==> src/rtl/sram64_axi_bridge.sv <==
// Bridges SRAM-style byte-enable requests onto a 64-bit AXI4-Lite master port.
// One transaction outstanding at a time, with a one-cycle completion pulse per request.
module sram64_axi_bridge #(
    parameter int unsigned ADDR_WIDTH = 64,
    parameter bit          ALIGN_ADDR = 1'b1
) (
    input  logic                  clk,
    input  logic                  rst,

    input  logic                  req_valid,
    output logic                  req_ready,
    input  logic [ADDR_WIDTH-1:0] req_addr,
    input  logic [7:0]            req_wea,
    input  logic [63:0]           req_dina,
    input  logic                  req_ren,

    output logic                  resp_valid,
    output logic [63:0]           resp_rdata,
    output logic                  resp_err,

    output logic                  m_awvalid,
    input  logic                  m_awready,
    output logic [ADDR_WIDTH-1:0] m_awaddr,

    output logic                  m_wvalid,
    input  logic                  m_wready,
    output logic [63:0]           m_wdata,
    output logic [7:0]            m_wstrb,

    input  logic                  m_bvalid,
    output logic                  m_bready,
    input  logic [1:0]            m_bresp,

    output logic                  m_arvalid,
    input  logic                  m_arready,
    output logic [ADDR_WIDTH-1:0] m_araddr,

    input  logic                  m_rvalid,
    output logic                  m_rready,
    input  logic [63:0]           m_rdata,
    input  logic [1:0]            m_rresp
);

    localparam logic [ADDR_WIDTH-1:0] ADDR_MASK = ALIGN_ADDR ? ~ADDR_WIDTH'(7) : '1;

    typedef enum logic [2:0] {
        ST_IDLE,
        ST_WR,
        ST_WB,
        ST_RA,
        ST_RD
    } state_t;

    state_t state;
    logic   aw_done;
    logic   w_done;

    logic                  aw_hs;
    logic                  w_hs;
    logic                  aw_done_n;
    logic                  w_done_n;
    logic                  req_is_wr;
    logic [ADDR_WIDTH-1:0] bus_addr;

    // Handshake and done tracking for the independent AW/W channels
    assign aw_hs     = m_awvalid & m_awready;
    assign w_hs      = m_wvalid & m_wready;
    assign aw_done_n = aw_done | aw_hs;
    assign w_done_n  = w_done | w_hs;
    assign req_is_wr = (req_wea != 8'h00);
    assign bus_addr  = req_addr & ADDR_MASK;

    always_ff @(posedge clk) begin
        if (rst) begin
            state      <= ST_IDLE;
            aw_done    <= 1'b0;
            w_done     <= 1'b0;
            req_ready  <= 1'b1;
            resp_valid <= 1'b0;
            resp_rdata <= 64'h0;
            resp_err   <= 1'b0;
            m_awvalid  <= 1'b0;
            m_awaddr   <= '0;
            m_wvalid   <= 1'b0;
            m_wdata    <= 64'h0;
            m_wstrb    <= 8'h00;
            m_bready   <= 1'b0;
            m_arvalid  <= 1'b0;
            m_araddr   <= '0;
            m_rready   <= 1'b0;
        end else begin
            resp_valid <= 1'b0;
            unique case (state)
                ST_IDLE: begin
                    if (req_valid) begin
                        if (req_is_wr) begin
                            state     <= ST_WR;
                            req_ready <= 1'b0;
                            aw_done   <= 1'b0;
                            w_done    <= 1'b0;
                            m_awvalid <= 1'b1;
                            m_awaddr  <= bus_addr;
                            m_wvalid  <= 1'b1;
                            m_wdata   <= req_dina;
                            m_wstrb   <= req_wea;
                        end else if (req_ren) begin
                            state     <= ST_RA;
                            req_ready <= 1'b0;
                            m_arvalid <= 1'b1;
                            m_araddr  <= bus_addr;
                        end else begin
                            // Empty request: acknowledge immediately without touching the bus
                            resp_valid <= 1'b1;
                            resp_err   <= 1'b0;
                        end
                    end
                end

                ST_WR: begin
                    if (aw_hs) begin
                        m_awvalid <= 1'b0;
                    end
                    if (w_hs) begin
                        m_wvalid <= 1'b0;
                    end
                    aw_done <= aw_done_n;
                    w_done  <= w_done_n;
                    if (aw_done_n && w_done_n) begin
                        state    <= ST_WB;
                        m_bready <= 1'b1;
                    end
                end

                ST_WB: begin
                    if (m_bvalid) begin
                        state      <= ST_IDLE;
                        m_bready   <= 1'b0;
                        req_ready  <= 1'b1;
                        resp_valid <= 1'b1;
                        resp_err   <= (m_bresp != 2'b00);
                    end
                end

                ST_RA: begin
                    if (m_arready) begin
                        state     <= ST_RD;
                        m_arvalid <= 1'b0;
                        m_rready  <= 1'b1;
                    end
                end

                ST_RD: begin
                    if (m_rvalid) begin
                        // Data is captured even on an error response
                        state      <= ST_IDLE;
                        m_rready   <= 1'b0;
                        req_ready  <= 1'b1;
                        resp_valid <= 1'b1;
                        resp_rdata <= m_rdata;
                        resp_err   <= (m_rresp != 2'b00);
                    end
                end

                default: begin
                    state <= ST_IDLE;
                end
            endcase
        end
    end

endmodule

==> config.mk <==
export PLATFORM = sky130hd
export DESIGN_NAME = sram64_axi_bridge
export DESIGN_NICKNAME = d
export VERILOG_FILES = /design/src/rtl/sram64_axi_bridge.sv
export SDC_FILE = /design/constraint.sdc
export NUM_CORES = 1
export LEC_CHECK = 0
export CELL_PAD_IN_SITES_DETAIL_PLACEMENT = 1
export CELL_PAD_IN_SITES_GLOBAL_PLACEMENT = 2
export CORE_ASPECT_RATIO = 1.1
export CORE_MARGIN = 1.5
export CORE_UTILIZATION = 23
export DETAILED_ROUTE_END_ITERATION = 8
export PLACE_DENSITY = 0.92
export SETUP_SLACK_MARGIN = 0.5
export SLEW_MARGIN = 20
export SYNTH_ARGS = -nofsm -noshare
export SYNTH_HDL_FRONTEND = slang
export SYNTH_SLANG_ARGS = --single-unit
export TNS_END_PERCENT = 5
==> constraint.sdc <==
create_clock -name clk -period 4.8 [get_ports clk]
set_clock_uncertainty 0.2 [all_clocks]
set_input_delay 0.96 -clock clk [delete_from_list [all_inputs] [get_ports clk]]
set_output_delay 0.96 -clock clk [all_outputs]
set_load 0.05 [all_outputs]
==> results_dict.tcl <==
set metrics [dict create \
    tightest_slew_ns 0.891 \
    synth_top_area_cell "dfxtp_1" \
    wire_per_inst_um 16.7 \
    syn_area_um2 9550 \
    portBuffers 475 \
    antenna_found_initial 2 \
    netlist-cell-type-count 39 \
    power_frac_clock 0.407 \
    cp_data_required_time_ns 5.08 \
    crit_arrival_ns 3.29 \
    crit_type "primary input to register" \
    min_path_cells 2 \
    swShare 0.290 \
    die-height_um 217 \
    grt_first_pass_wirelength_mm 56.0 \
    dr_wl_met3_mm 3.02 \
    peakVddDrop_mv 0.293 \
    top_layer "met4" \
    vias_per_cell 4.41 \
    wl_met1_mm 14.0 \
    seq_area_frac_synth 0.568 \
    timing.slew.headroom 0.406 \
    clock_latency_ns 0.56 \
    cp_cell_sequence "clkdlybuf4s50_1 > or4_1 > o21ai_4 > buf_12 > nand2_1 > a21oi_1" \
    tns_ns 0 \
    synth_cells 1214 \
    grtUsageTotal 0.165 \
    cp_top_family "buffers and inverters" \
    power_density_nw_per_um2 376 \
    clk_pin_slew_ns 0.06 \
    worstHoldEndpoint "m_araddr[25]" \
    die_w_um 197 \
    core_area_um2 41100 \
    cts_tree "built" \
    cts_resized 0 \
    grt_pass1_vias 10100 \
    cp_slowest_cell "or4_1" \
    synth_most_common_cell "nand2_1" \
    ant_nets 0 \
    startpoint_type "primary input" \
    num-fill-cells 4817 \
    drt_iter0_drc 222 \
    power.internal_mw 4.22 \
    grt_max_degree 120 \
    hp-class "register to register" \
    setup_viol 0 \
    worstReg2RegStart "state[0]" \
    globalRouteOverflowTotal 0 \
    synth_edf_count 0 \
    synth-seq-cells 271 \
    die_area_um2 42800 \
    status "finished, final reports clean" \
    rr_worst_depth 5 \
    power_frac_comb 0.186 \
    synthTopCellsByArea "dfxtp_1 (57%), nand2_1 (20%), a21oi_1 (14%)" \
    postCtsSetupBuffers 0 \
    start_util 0.233 \
    p_leak_nw 5.42 \
    pwr-share-seq 0.407 \
    async_reset_ff_frac 0 \
    rsz0062_at_grt "no" \
    cp-end-kind "register" \
    hpwl_mm 25.8 \
    hold_buffers 0 \
    rrSetupSlack_ns 2.23 \
    wl_mm 37.2 \
    synth_flop_cell "dfxtp_1" \
    drive_gt1_frac 0.0432 \
    htreeDepth 1 \
    netlist_top_cells_count "nand2_1 (519), dfxtp_1 (271), a21oi_1 (268)" \
    cts.sinks 271 \
    p_switching_mw 1.72 \
    syn_area_per_cell_um2 7.87 \
    syn2layout_area_growth_pct 65.7 \
    fin_crit_ns 3.01 \
    hold_viol 0 \
    timing.fmax_ghz 0.333 \
    num_io_pins 485 \
    gp_congestion 0.760 \
    met2_length_mm 18.8 \
    dr.pass1.iters 4 \
    path_buf_inv 2 \
    slowest_delay_ns 0.67 \
    total_power_mw 5.95 \
    nets 1856 \
    cts_buffers 31 \
    min-delay-start "m_araddr[25]" \
    cts_buffer_depth 3 \
    cp_max_fo 65 \
    fin_crit_sh 0.626 \
    worst_r2r_endpoint "m_awaddr[60]" \
    max_cap_viol_count 0 \
    synth_top_area_frac 0.568 \
    drc 0 \
    via_count 9830 \
    core.rowCount 78 \
    cts_root_buf "clkbuf_16" \
    yosys_warnings 0 \
    drv_slew 0 \
]
==> per-stage QoR <==
step            util  worst slack, ns  instances  instance area [um^2]  hold slack (ns)
2_1_floorplan      -             2.13       1219                  9570            0.290
3_3_place_gp   0.360             1.30       2170                 14800            0.237
3_5_place_dp   0.360             1.20       2170                 14800            0.246
4_1_cts        0.385             1.77       2226                 15800            0.253
5_1_grt        0.385             1.67       2228                 15800            0.267
6_report       0.385             1.79       2229                 15800            0.249
==> registers in the layout (all words and copies together), names as in the netlist <==
| name | flops |
|---|---|
| state | 3 |
| resp_err | 1 |
| resp_valid | 1 |
| m_arvalid | 1 |
| w_done | 1 |
| aw_done | 1 |
| m_rready | 1 |
| m_araddr | 61 |
| req_ready | 1 |
| resp_rdata | 64 |
| m_awaddr | 61 |
| m_wvalid | 1 |
| m_awvalid | 1 |
| m_bready | 1 |
| m_wdata | 64 |
| m_wstrb | 8 |
==> worst max-delay path by stage <==
stage	start	end	slack, ns	cells after the start
6_report	req_wea[4]	m_wdata[12]	1.79	6
5_1_grt	req_wea[3]	m_wdata[12]	1.67	6
4_1_cts	m_awvalid	m_awvalid	1.77	1
3_5_place_dp	req_wea[4]	m_wdata[12]	1.20	6
3_3_place_gp	req_wea[4]	m_wdata[20]	1.30	6
2_1_floorplan	req_wea[3]	state[1]	2.13	5
==> worst min-delay path, stage by stage (launching register included) <==
cell and delay [ns]:
dfxtp_1 0.30, nand2_1 0.05, a21oi_1 0.05
==> cell type report <==
class,instances,area [um^2],share of cell area
Inverter,1,3.75,0.000237
Timing Repair Buffer,488,4920,0.311
Clock buffer,49,953,0.0602
Antenna cell,3,7.51,0.000474
Multi-Input combinational cell,850,3730,0.235
Clock inverter,7,92.6,0.00585
Sequential cell,271,5430,0.343
Tap cell,560,701,0.0443
==> layout by cell type, fill, tap and decap left out, types with 2 or more instances in the layout <==
cell type,n
clkdlybuf4s50_1,474
clkbuf_16,31
o21ai_0,2
clkbuf_8,12
nand2_1,519
nor2_1,7
buf_12,5
nor2b_1,4
nand3b_1,2
dfxtp_1,271
a211oi_1,2
clkbuf_1,7
or4_1,3
conb_1,6
nor3_1,5
nor4_1,4
a31oi_1,4
bufinv_16,2
buf_4,8
nand3_1,2
a41oi_1,2
a21oi_1,267
clkinv_2,3
diode_2,3
==> power groups by stage <==
stage,registers (mW),clock network (mW),logic [mW]
detailed placement,2.47,0,1.12
floorplan,2.80,0,0.289
global placement,2.46,0,1.10
CTS,2.42,2.50,1.12
finish,2.42,2.42,1.11
global route,2.43,2.59,1.18
==> cells by family after synthesis <==
family / Yosys count / synth area share
mux: 1 / 0.00118
simple gates: 557 / 0.229
flops: 271 / 0.568
compound gates: 286 / 0.154
buf+inv: 98 / 0.0474
other cells: 1 / 0.000392
==> layer usage <==
metal / up-vias / global-route usage
met5: - / 0
met4: 0 / 0.0730
met3: 78 / 0.0502
met2: 332 / 0.305
met1: 4630 / 0.169
li1: 4790 / -
Note: power is estimated with default switching activity, not from simulation.
